File: src/rtl/addsub_seq8_pkg.sv
// Shared definitions for the serial 2-bit-group adder/subtractor.
// Holds the controller state encoding and the number of bits resolved per step.
package addsub_seq8_pkg;

    // Number of result bits produced per RUN cycle.
    localparam int GROUP_BITS = 2;

    // Controller states: waiting for operands, stepping groups, holding result.
    typedef enum logic [1:0] {
        IDLE = 2'b00,
        RUN  = 2'b01,
        DONE = 2'b10
    } state_e;

endpackage

File: src/rtl/addsub_seq8_carry_group2.sv
// Two-bit carry-lookahead cell used by addsub_seq8.
// Takes per-bit propagate/generate and the incoming carry, and returns the
// carry out of bit 0 (c0) and the carry out of bit 1 (c1).
import addsub_seq8_pkg::*;

module carry_group2 (
    input  logic p0,
    input  logic p1,
    input  logic g0,
    input  logic g1,
    input  logic cin,
    output logic c0,
    output logic c1
);

    // Flat lookahead equations so c1 does not ripple through c0.
    always_comb begin
        c0 = g0 | (p0 & cin);
        c1 = g1 | (p1 & g0) | (p1 & p0 & cin);
    end

endmodule

File: src/rtl/addsub_seq8.sv
// Sequential adder/subtractor resolving GROUP_BITS result bits per cycle.
// Handshake: in_valid/in_ready to accept operands, out_valid/out_ready to hand
// off the result. out_valid rises WIDTH/2+1 cycles after the accepting edge.
// WIDTH must be even and at least 2.
// Optional feature: define OVF_FLAG_EN to add the signed-overflow port ovf.
import addsub_seq8_pkg::*;

module addsub_seq8 #(
    parameter int WIDTH = 8
) (
    input  logic             clk,
    input  logic             rst,
    input  logic             in_valid,
    output logic             in_ready,
    input  logic [WIDTH-1:0] a,
    input  logic [WIDTH-1:0] b,
    input  logic             sub,
    output logic             out_valid,
    input  logic             out_ready,
    output logic [WIDTH-1:0] sum,
    output logic             cout
`ifdef OVF_FLAG_EN
    ,
    output logic             ovf
`endif
);

    localparam int NUM_GROUPS = WIDTH / GROUP_BITS;
    localparam int IDX_W      = (NUM_GROUPS > 1) ? $clog2(NUM_GROUPS) : 1;
    localparam logic [IDX_W-1:0] LAST_IDX = IDX_W'(NUM_GROUPS - 1);

    // Control state
    state_e                state_r;
    logic                  in_ready_r;
    logic                  out_valid_r;

    // Working operands: shifted right one group per RUN cycle so the active
    // group always sits in the low GROUP_BITS bits.
    logic [WIDTH-1:0]      a_r;
    logic [WIDTH-1:0]      b_r;
    logic                  carry_r;
    logic [IDX_W-1:0]      idx_r;
    logic [WIDTH-1:0]      sum_work_r;

    // Registered result outputs
    logic [WIDTH-1:0]      sum_r;
    logic                  cout_r;
`ifdef OVF_FLAG_EN
    logic                  ovf_work_r;
    logic                  ovf_r;
`endif

    // Group datapath
    logic [GROUP_BITS-1:0] p_s;
    logic [GROUP_BITS-1:0] g_s;
    logic                  c0_s;
    logic                  c1_s;
    logic [GROUP_BITS-1:0] grp_sum_s;
    logic [WIDTH-1:0]      sum_shift_s;
    logic                  last_grp_s;

    // Propagate/generate of the active group, its sum bits and last-group flag.
    always_comb begin
        p_s        = a_r[GROUP_BITS-1:0] ^ b_r[GROUP_BITS-1:0];
        g_s        = a_r[GROUP_BITS-1:0] & b_r[GROUP_BITS-1:0];
        grp_sum_s  = {p_s[1] ^ c0_s, p_s[0] ^ carry_r};
        last_grp_s = (idx_r == LAST_IDX);
    end

    carry_group2 u_carry_group2 (
        .p0  (p_s[0]),
        .p1  (p_s[1]),
        .g0  (g_s[0]),
        .g1  (g_s[1]),
        .cin (carry_r),
        .c0  (c0_s),
        .c1  (c1_s)
    );

    // New group bits enter at the top; after the last group the word is in place.
    if (WIDTH > GROUP_BITS) begin : g_wide
        assign sum_shift_s = {grp_sum_s, sum_work_r[WIDTH-1:GROUP_BITS]};
    end else begin : g_narrow
        assign sum_shift_s = grp_sum_s;
    end

    // Controller: state sequencing and the two handshake flags.
    always_ff @(posedge clk) begin
        if (rst) begin
            state_r     <= IDLE;
            in_ready_r  <= 1'b1;
            out_valid_r <= 1'b0;
        end else begin
            case (state_r)
                IDLE: begin
                    if (in_valid) begin
                        state_r    <= RUN;
                        in_ready_r <= 1'b0;
                    end else begin
                        state_r    <= IDLE;
                    end
                end
                RUN: begin
                    if (last_grp_s) begin
                        state_r <= DONE;
                    end else begin
                        state_r <= RUN;
                    end
                end
                DONE: begin
                    // First DONE cycle publishes the result; out_ready is
                    // honoured only once out_valid is visible.
                    if (!out_valid_r) begin
                        out_valid_r <= 1'b1;
                    end else if (out_ready) begin
                        out_valid_r <= 1'b0;
                        in_ready_r  <= 1'b1;
                        state_r     <= IDLE;
                    end else begin
                        out_valid_r <= 1'b1;
                    end
                end
                default: begin
                    state_r     <= IDLE;
                    in_ready_r  <= 1'b1;
                    out_valid_r <= 1'b0;
                end
            endcase
        end
    end

    // Datapath: latch operands on acceptance, then resolve one group per RUN cycle.
    always_ff @(posedge clk) begin
        if (rst) begin
            a_r        <= {WIDTH{1'b0}};
            b_r        <= {WIDTH{1'b0}};
            carry_r    <= 1'b0;
            idx_r      <= {IDX_W{1'b0}};
            sum_work_r <= {WIDTH{1'b0}};
`ifdef OVF_FLAG_EN
            ovf_work_r <= 1'b0;
`endif
        end else begin
            case (state_r)
                IDLE: begin
                    if (in_valid) begin
                        // Subtract is a + ~b + 1: invert b and seed carry with sub.
                        a_r        <= a;
                        b_r        <= b ^ {WIDTH{sub}};
                        carry_r    <= sub;
                        idx_r      <= {IDX_W{1'b0}};
                        sum_work_r <= {WIDTH{1'b0}};
                    end else begin
                        idx_r      <= {IDX_W{1'b0}};
                    end
                end
                RUN: begin
                    a_r        <= a_r >> GROUP_BITS;
                    b_r        <= b_r >> GROUP_BITS;
                    carry_r    <= c1_s;
                    idx_r      <= idx_r + IDX_W'(1);
                    sum_work_r <= sum_shift_s;
`ifdef OVF_FLAG_EN
                    // Carry into MSB vs carry out of MSB; the last group's value sticks.
                    ovf_work_r <= c0_s ^ c1_s;
`endif
                end
                default: begin
                    carry_r <= carry_r;
                end
            endcase
        end
    end

    // Result registers: loaded once on entry to DONE and held until the next result.
    always_ff @(posedge clk) begin
        if (rst) begin
            sum_r  <= {WIDTH{1'b0}};
            cout_r <= 1'b0;
`ifdef OVF_FLAG_EN
            ovf_r  <= 1'b0;
`endif
        end else if ((state_r == DONE) && !out_valid_r) begin
            sum_r  <= sum_work_r;
            cout_r <= carry_r;
`ifdef OVF_FLAG_EN
            ovf_r  <= ovf_work_r;
`endif
        end else begin
            sum_r  <= sum_r;
        end
    end

    assign in_ready  = in_ready_r;
    assign out_valid = out_valid_r;
    assign sum       = sum_r;
    assign cout      = cout_r;
`ifdef OVF_FLAG_EN
    assign ovf       = ovf_r;
`endif

endmodule

File: config.mk
export PLATFORM = sky130hd
export DESIGN_NAME = addsub_seq8
export DESIGN_NICKNAME = d
export VERILOG_FILES = /design/src/rtl/addsub_seq8_pkg.sv /design/src/rtl/addsub_seq8_carry_group2.sv /design/src/rtl/addsub_seq8.sv
export SDC_FILE = /design/constraint.sdc
export NUM_CORES = 1
export LEC_CHECK = 0
export CAP_MARGIN = 15
export CORE_MARGIN = 8
export CORE_UTILIZATION = 45
export DETAILED_ROUTE_END_ITERATION = 10
export GPL_TIMING_DRIVEN = 0
export HOLD_SLACK_MARGIN = 0.1
export PLACE_DENSITY = 0.71
export SYNTH_ARGS = -nofsm -noshare
export SYNTH_HDL_FRONTEND = slang
export SYNTH_SLANG_ARGS = --single-unit
File: constraint.sdc
create_clock -name clk -period 2.91 [get_ports clk]
set_input_delay 0.4365 -clock clk [delete_from_list [all_inputs] [get_ports clk]]
set_output_delay 0.4365 -clock clk [all_outputs]
set_load 0.02 [all_outputs]
* Word-level counts from Yosys, hierarchy flattened
Index checks and enable logic that the tools add are counted.
** Word-level totals
- Input bits :: 21
- Bits in registers :: 40
- Output and inout bits :: 11
- Logic and storage cells :: 59
** Operators by class
- Equal/unequal tests :: 6
- Multiplexer cells :: 21
- Reduce and logical (&&, ||, !) cells :: 8
- $add $sub $neg :: 1
- Bitwise operators :: 13
** Operators by type and width (number)
- 8-bit one-hot mux with 2 select lines :: 3
- 8-bit 2-to-1 mux :: 3
- 8-bit XOR :: 1
- 1-bit 2-to-1 mux :: 7
- 2-bit 2-to-1 mux :: 3
- 2-bit != test (second input constant) :: 3
- 2-bit one-hot mux with 3 select lines :: 1
- 1-bit AND :: 4
- 2-bit equality test (second input constant) :: 2
- 1-bit one-hot mux with 2 select lines :: 2
- 2-bit one-hot mux with 2 select lines :: 1
- 2-bit AND reduction :: 2
- 4-bit AND reduction :: 1
- 1-bit OR :: 3
- 1-bit one-hot mux with 3 select lines :: 1
- 2-bit by 1-bit adder with 2-bit output (second input constant) :: 1
- 2-bit AND :: 1
- 2-bit by 1-bit equality test with 1-bit output (second input constant) :: 1
- 2-bit zero test :: 1
- 2-bit nonzero test :: 1
- 2-bit OR reduction :: 1
- 1-bit XOR :: 2
- 2-bit XOR :: 1
- 1-bit logical AND :: 1
- other kinds (2) :: 2

* Logic depth before layout (Yosys ltp)
- Word-level depth :: 5
- Depth in mapped cells :: 5
- Gate-level depth less buffers :: 4

* Hierarchy
A second synthesis with hierarchy kept.
** Second synthesis, totals
- Cell total of the unflattened synthesis :: 167
- Area total of the unflattened synthesis :: 1654.1 sq um
** By module, submodules not included
- addsub_seq8 :: cells each 165, seq. area each 800.8 sq um, instances 1, area each 1639.1 sq um
- carry_group2 :: cells each 2, seq. area each 0.0 sq um, instances 1, area each 15.0 sq um

* Worst setup path after synthesis
OpenSTA, ideal clock, no wires.
- Path kind :: flip-flop to flip-flop
- Start :: register a_r[0]
- End :: register sum_work_r[7]
- Library setup time :: 128 ps
- Path buffers :: 0
- Stages on the path, launching flop included :: 5
- Arrival time :: 1071 ps
- Slack :: 1712 ps
- Data required time :: 2782 ps
- Period minus slack after synthesis :: 1198 ps
- Cells stage by stage :: dfxtp_1 fa_1 xor2_1 a22oi_1 nor2_1
** Between the ends
- Word-level cells in the longest chain between the ends :: 5
- Elaborated cells between the ends (all ways) :: 6
- Those cells by class :: mux: 1; bitwise: 5
** RTL lines
- from (decl) :: RTL line addsub_seq8.sv:39 : logic [WIDTH-1:0] a_r;
- from (signal assigned) :: RTL line addsub_seq8.sv:135 : a_r <= {WIDTH{1'b0}};
- from (signal assigned) :: RTL line addsub_seq8.sv:158 : a_r <= a_r >> GROUP_BITS;
- 2-bit XOR :: RTL line addsub_seq8.sv:64 : p_s = a_r[GROUP_BITS-1:0] ^ b_r[GROUP_BITS-1:0];
- 1-bit AND :: RTL line addsub_seq8_carry_group2.sv:18 : c0 = g0 | (p0 & cin);
- 1-bit OR (*) :: RTL line addsub_seq8_carry_group2.sv:18
- 1-bit XOR (*) :: RTL line addsub_seq8.sv:66 : grp_sum_s = {p_s[1] ^ c0_s, p_s[0] ^ carry_r};
- 8-bit one-hot mux with 2 select lines (*) :: RTL line addsub_seq8.sv:144 : case (state_r)
- to (signal assigned) :: RTL line addsub_seq8.sv:139 : sum_work_r <= {WIDTH{1'b0}};
- to (signal assigned) :: RTL line addsub_seq8.sv:152 : sum_work_r <= {WIDTH{1'b0}};
- to (signal assigned) :: RTL line addsub_seq8.sv:162 : sum_work_r <= sum_shift_s;
- to (decl) :: RTL line addsub_seq8.sv:43 : logic [WIDTH-1:0] sum_work_r;
Every way passes the cells marked *; elsewhere a longest branch is shown, timed or not.
A chain may end at the register's enable or synchronous reset.

* Worst setup path in the final report
- Start :: register out_valid_r (netlist: out_valid)
- End :: output out_valid
** RTL lines
- from (decl) :: RTL line addsub_seq8.sv:35 : logic out_valid_r;
- from (signal assigned) :: RTL line addsub_seq8.sv:92 : out_valid_r <= 1'b0;
- from (signal assigned) :: RTL line addsub_seq8.sv:114 : out_valid_r <= 1'b1;
- from (signal assigned) :: RTL line addsub_seq8.sv:116 : out_valid_r <= 1'b0;
- to (decl) :: RTL line addsub_seq8.sv:18 : output logic out_valid,
No word-level cell between the ends.

==> out/qor.csv <==
stage,metric,value,unit
run_status,run status,"finished, final reports clean",
timing,transition time at the pin with the least slew margin,0.594,ns
synthesis,leading cell types by total area after synthesis,"dfxtp_1 48%, mux2i_1 9.0%, nor2_1 7.0%, a22oi_1 5.8%, a22o_1 3.1%",
setup_path,type of destination of the critical path,output port,
global_routing,vias in the first global route,1380,
placement,number of input and output port buffers inserted,29,
finish,Filler Cell Count,334,
floorplanning,width of the die,77.0,um
finish,Area Overhead vs Synth,27.4,%
setup_path,startpoint kind of the worst setup timing path,flop,
setup_path,count of buffer and inverter cells on the critical path,1,
setup_path,"Critical Path, Cell by Cell",clkdlybuf4s50_1,
drt,Routed met2 length,1840,um
floorplanning,die area,5920,um2
cts,PostCTS Resize Cnt,0,
cts,register clock-pin slew on the reported worst setup and hold paths,0.07,ns
drt,via count of the routed design,1333,
floorplanning,die height,77.0,um
cts,CTS tree,done,
setup_path,crit path max-delay cell type,clkdlybuf4s50_1,
cts,number of clock buffers inserted by TritonCTS,5,
placement,placed instance area,2020,um2
synthesis,portion of the post-synthesis area used by sequential elements,47.9,%
setup_path,required time worst endpoint,2.47,ns
cts,number of buffers inserted to repair setup after CTS,0,
power_and_ir_drop,leakage power total,0.000800,uW
placement,placer congestion estimate,0.754,
synthesis,number of library cell types mapped by synthesis,26,
timing,final-report hold violation count,0,
global_routing,antenna violations before repair,0,
drt,starting DRC count in detailed routing,104,
synthesis,yosys synthesis warning count,0,
drt,top sig layer,met4,
finish,"most common cell after layout, fill and taps aside",dfxtp_1,
global_routing,GR Overflow Total,0,
finish,number of nets in the finished design,235,
setup_path,CP Data Arrival Time,1.30,ns
min_path,path class of the lowest-slack min-delay path,flop to flop,
finish,layout cell share with drive strength beyond 1,7.58,%
floorplanning,Initial Util,46.4,%
cts,number of hold buffers added after CTS,0,
drt,met3 WL post-DR,148,um
drt,Via density,5.15,
cts,library cell used as clock root buffer,clkbuf_8,
finish,Ant. Diodes,0,
synthesis,per-instance average area after synthesis,9.61,um2
timing,post-route minimum period,1.73,ns
job,maximum capacitance violations,0,
min_path,startpoint of the worst hold path,b_r[4]$_SDFFE_PP0P_,
timing,final-report setup violation count,0,
setup_path,worst reg2reg startpoint,state_r[1]$_SDFFE_PP0P_,
finish,most frequent cells in the layout,"40 x dfxtp_1, 31 x nor2_1, 29 x clkdlybuf4s50_1",
synthesis,cell area after synthesis,1670,um2
drt,DRC violation count after routing,0,
cts,latest clock arrival within the worst-skew pair,0.29,ns
global_routing,global router's overall resource usage,12.7,%
timing,Post-Route Skew,0.00682,ns
setup_path,launch point of the critical path,out_valid$_SDFFE_PP0N_,
timing,Max Fclk,577,MHz
power_and_ir_drop,power per cell area,554,nW/um2
drt,number of nets with antenna violations after detailed routing,0,
cts,number of buffers between clock root and the deepest sink,2,
power_and_ir_drop,Worst IR Drop VDD,0.404,mV
timing,unrepaired setup endpoints after global routing,no,
cts,Max H-tree Level,2,
drt,DR pass1 iterations,4,
setup_path,cell family with most CP delay,buffers and inverters,
finish,post-layout instance area,2130,um2
drt,wire length after detailed routing,3650,um
synthesis,number of register bits inferred by synthesis,40,
placement,detailed-placement wirelength estimate,2710,um
floorplanning,I/O pin total,32,
synthesis,cell taking the most area after synthesis,dfxtp_1,
floorplanning,placeable core region,3610,um2
timing,total negative slack for setup checks,0,ns
floorplanning,number of rows created at floorplan,22,
setup_path,max incr delay on CP,0.63,ns
setup_path,maximum net fanout on the critical path,4,
drt,routed length on met1,1610,um
synthesis,post-synth top area share,47.9,%
cts,CTS sink cnt,40,
drt,routed length per placed instance,14.1,um
synthesis,cell count after synthesis,174,
global_routing,global-route wire length before repair,6200,um
setup_path,crit path kind,flop to output port,
timing,worst max-slew margin expressed relative to the limit,60.3,%
synthesis,nets in the synthesized netlist,199,
timing,final clock period utilization by the worst path,59.5,%
timing,final number of max-transition violations,0,
global_routing,largest net degree at the start of global routing,13,
-- cell usage after synthesis --
master	number
dfxtp_1	40
nor2_1	31
mux2i_1	15
a22oi_1	13
nand2_1	10
a211oi_1	6
a21oi_1	6
a22o_1	6
o21ai_0	6
xnor2_1	6
buf_2	4
buf_4	4
clkbuf_1	4
ha_1	3
nand2b_1	3
xor2_1	3
inv_1	2
nor2b_1	2
nor3b_1	2
o21bai_1	2
a21boi_0	1
a21o_1	1
a32o_1	1
fa_1	1
o211ai_1	1
o21ba_2	1
-- kinds of logic (layout without fill, tap and decap cells) --
family                     count (synthesis)  count (layout)  synth area share, %
and+or+nand+nor                           48              48                 12.0
AOI/OAI and AO/OA                         44              44                 18.7
DFF                                       40              40                 47.9
muxes                                     15              15                 8.98
buffers and inverters                     14              51                 4.34
xor gates and xnor gates                   9               9                 4.71
adders and majority gates                  4               4                 3.44
-- stage by stage --
step           power (uW)  hold slack [ns]  utilization (%)  setup slack [ns]  instances
6_report             1180            0.490             59.1              1.18        259
3_3_place_gp          750            0.461             56.1              1.03        251
5_1_grt              1230            0.519             59.1              1.10        259
3_5_place_dp          756            0.470             56.1             0.999        251
4_1_cts              1190            0.492             59.1              1.16        259
2_1_floorplan         699            0.442                -              1.71        174
-- per-layer routing --
metal	global-route usage (%)	up-vias
met5	0	-
met4	4.34	0
li1	-	676
met2	21.6	26
met3	4.31	6
met1	14.4	625
-- registers in the layout, summed over array words and instances (netlist names) --
| signal | count |
|---|---|
| cout | 1 |
| b_r | 8 |
| in_ready | 1 |
| carry_r | 1 |
| sum | 8 |
| a_r | 8 |
| idx_r | 2 |
| sum_work_r | 8 |
| state_r | 2 |
| out_valid | 1 |
-- path summary, 6_finish.rpt --
check | end | slack (ns) | cells past startpoint
max | out_valid | 1.18 | 1
min | b_r[4]$_SDFFE_PP0P_ | 0.49 | 1
max reg2reg | sum[3]$_SDFFE_PP0P_ | 1.52 | 5
min reg2reg | b_r[4]$_SDFFE_PP0P_ | 0.49 | 1
-- power by group --
part	total, uW	internal (uW)	leakage (uW)	switching, uW
Clock	436	254	0.0000552	182
Combinational	150	75.9	0.000418	74.2
Sequential	593	574	0.000326	19.4
-- cell type report --
cell class                      instances  area, um2  share of cell area [%]
Multi-Input combinational cell        120        800                    37.5
Buffer                                 12       65.1                    3.05
Clock buffer                            6       72.6                    3.41
Tap cell                               48       60.1                    2.82
Inverter                                2       7.51                   0.352
Clock inverter                          2       35.0                    1.64
Timing Repair Buffer                   29        290                    13.6
Sequential cell                        40        801                    37.6
Note: power is estimated with default switching activity, not from simulation.
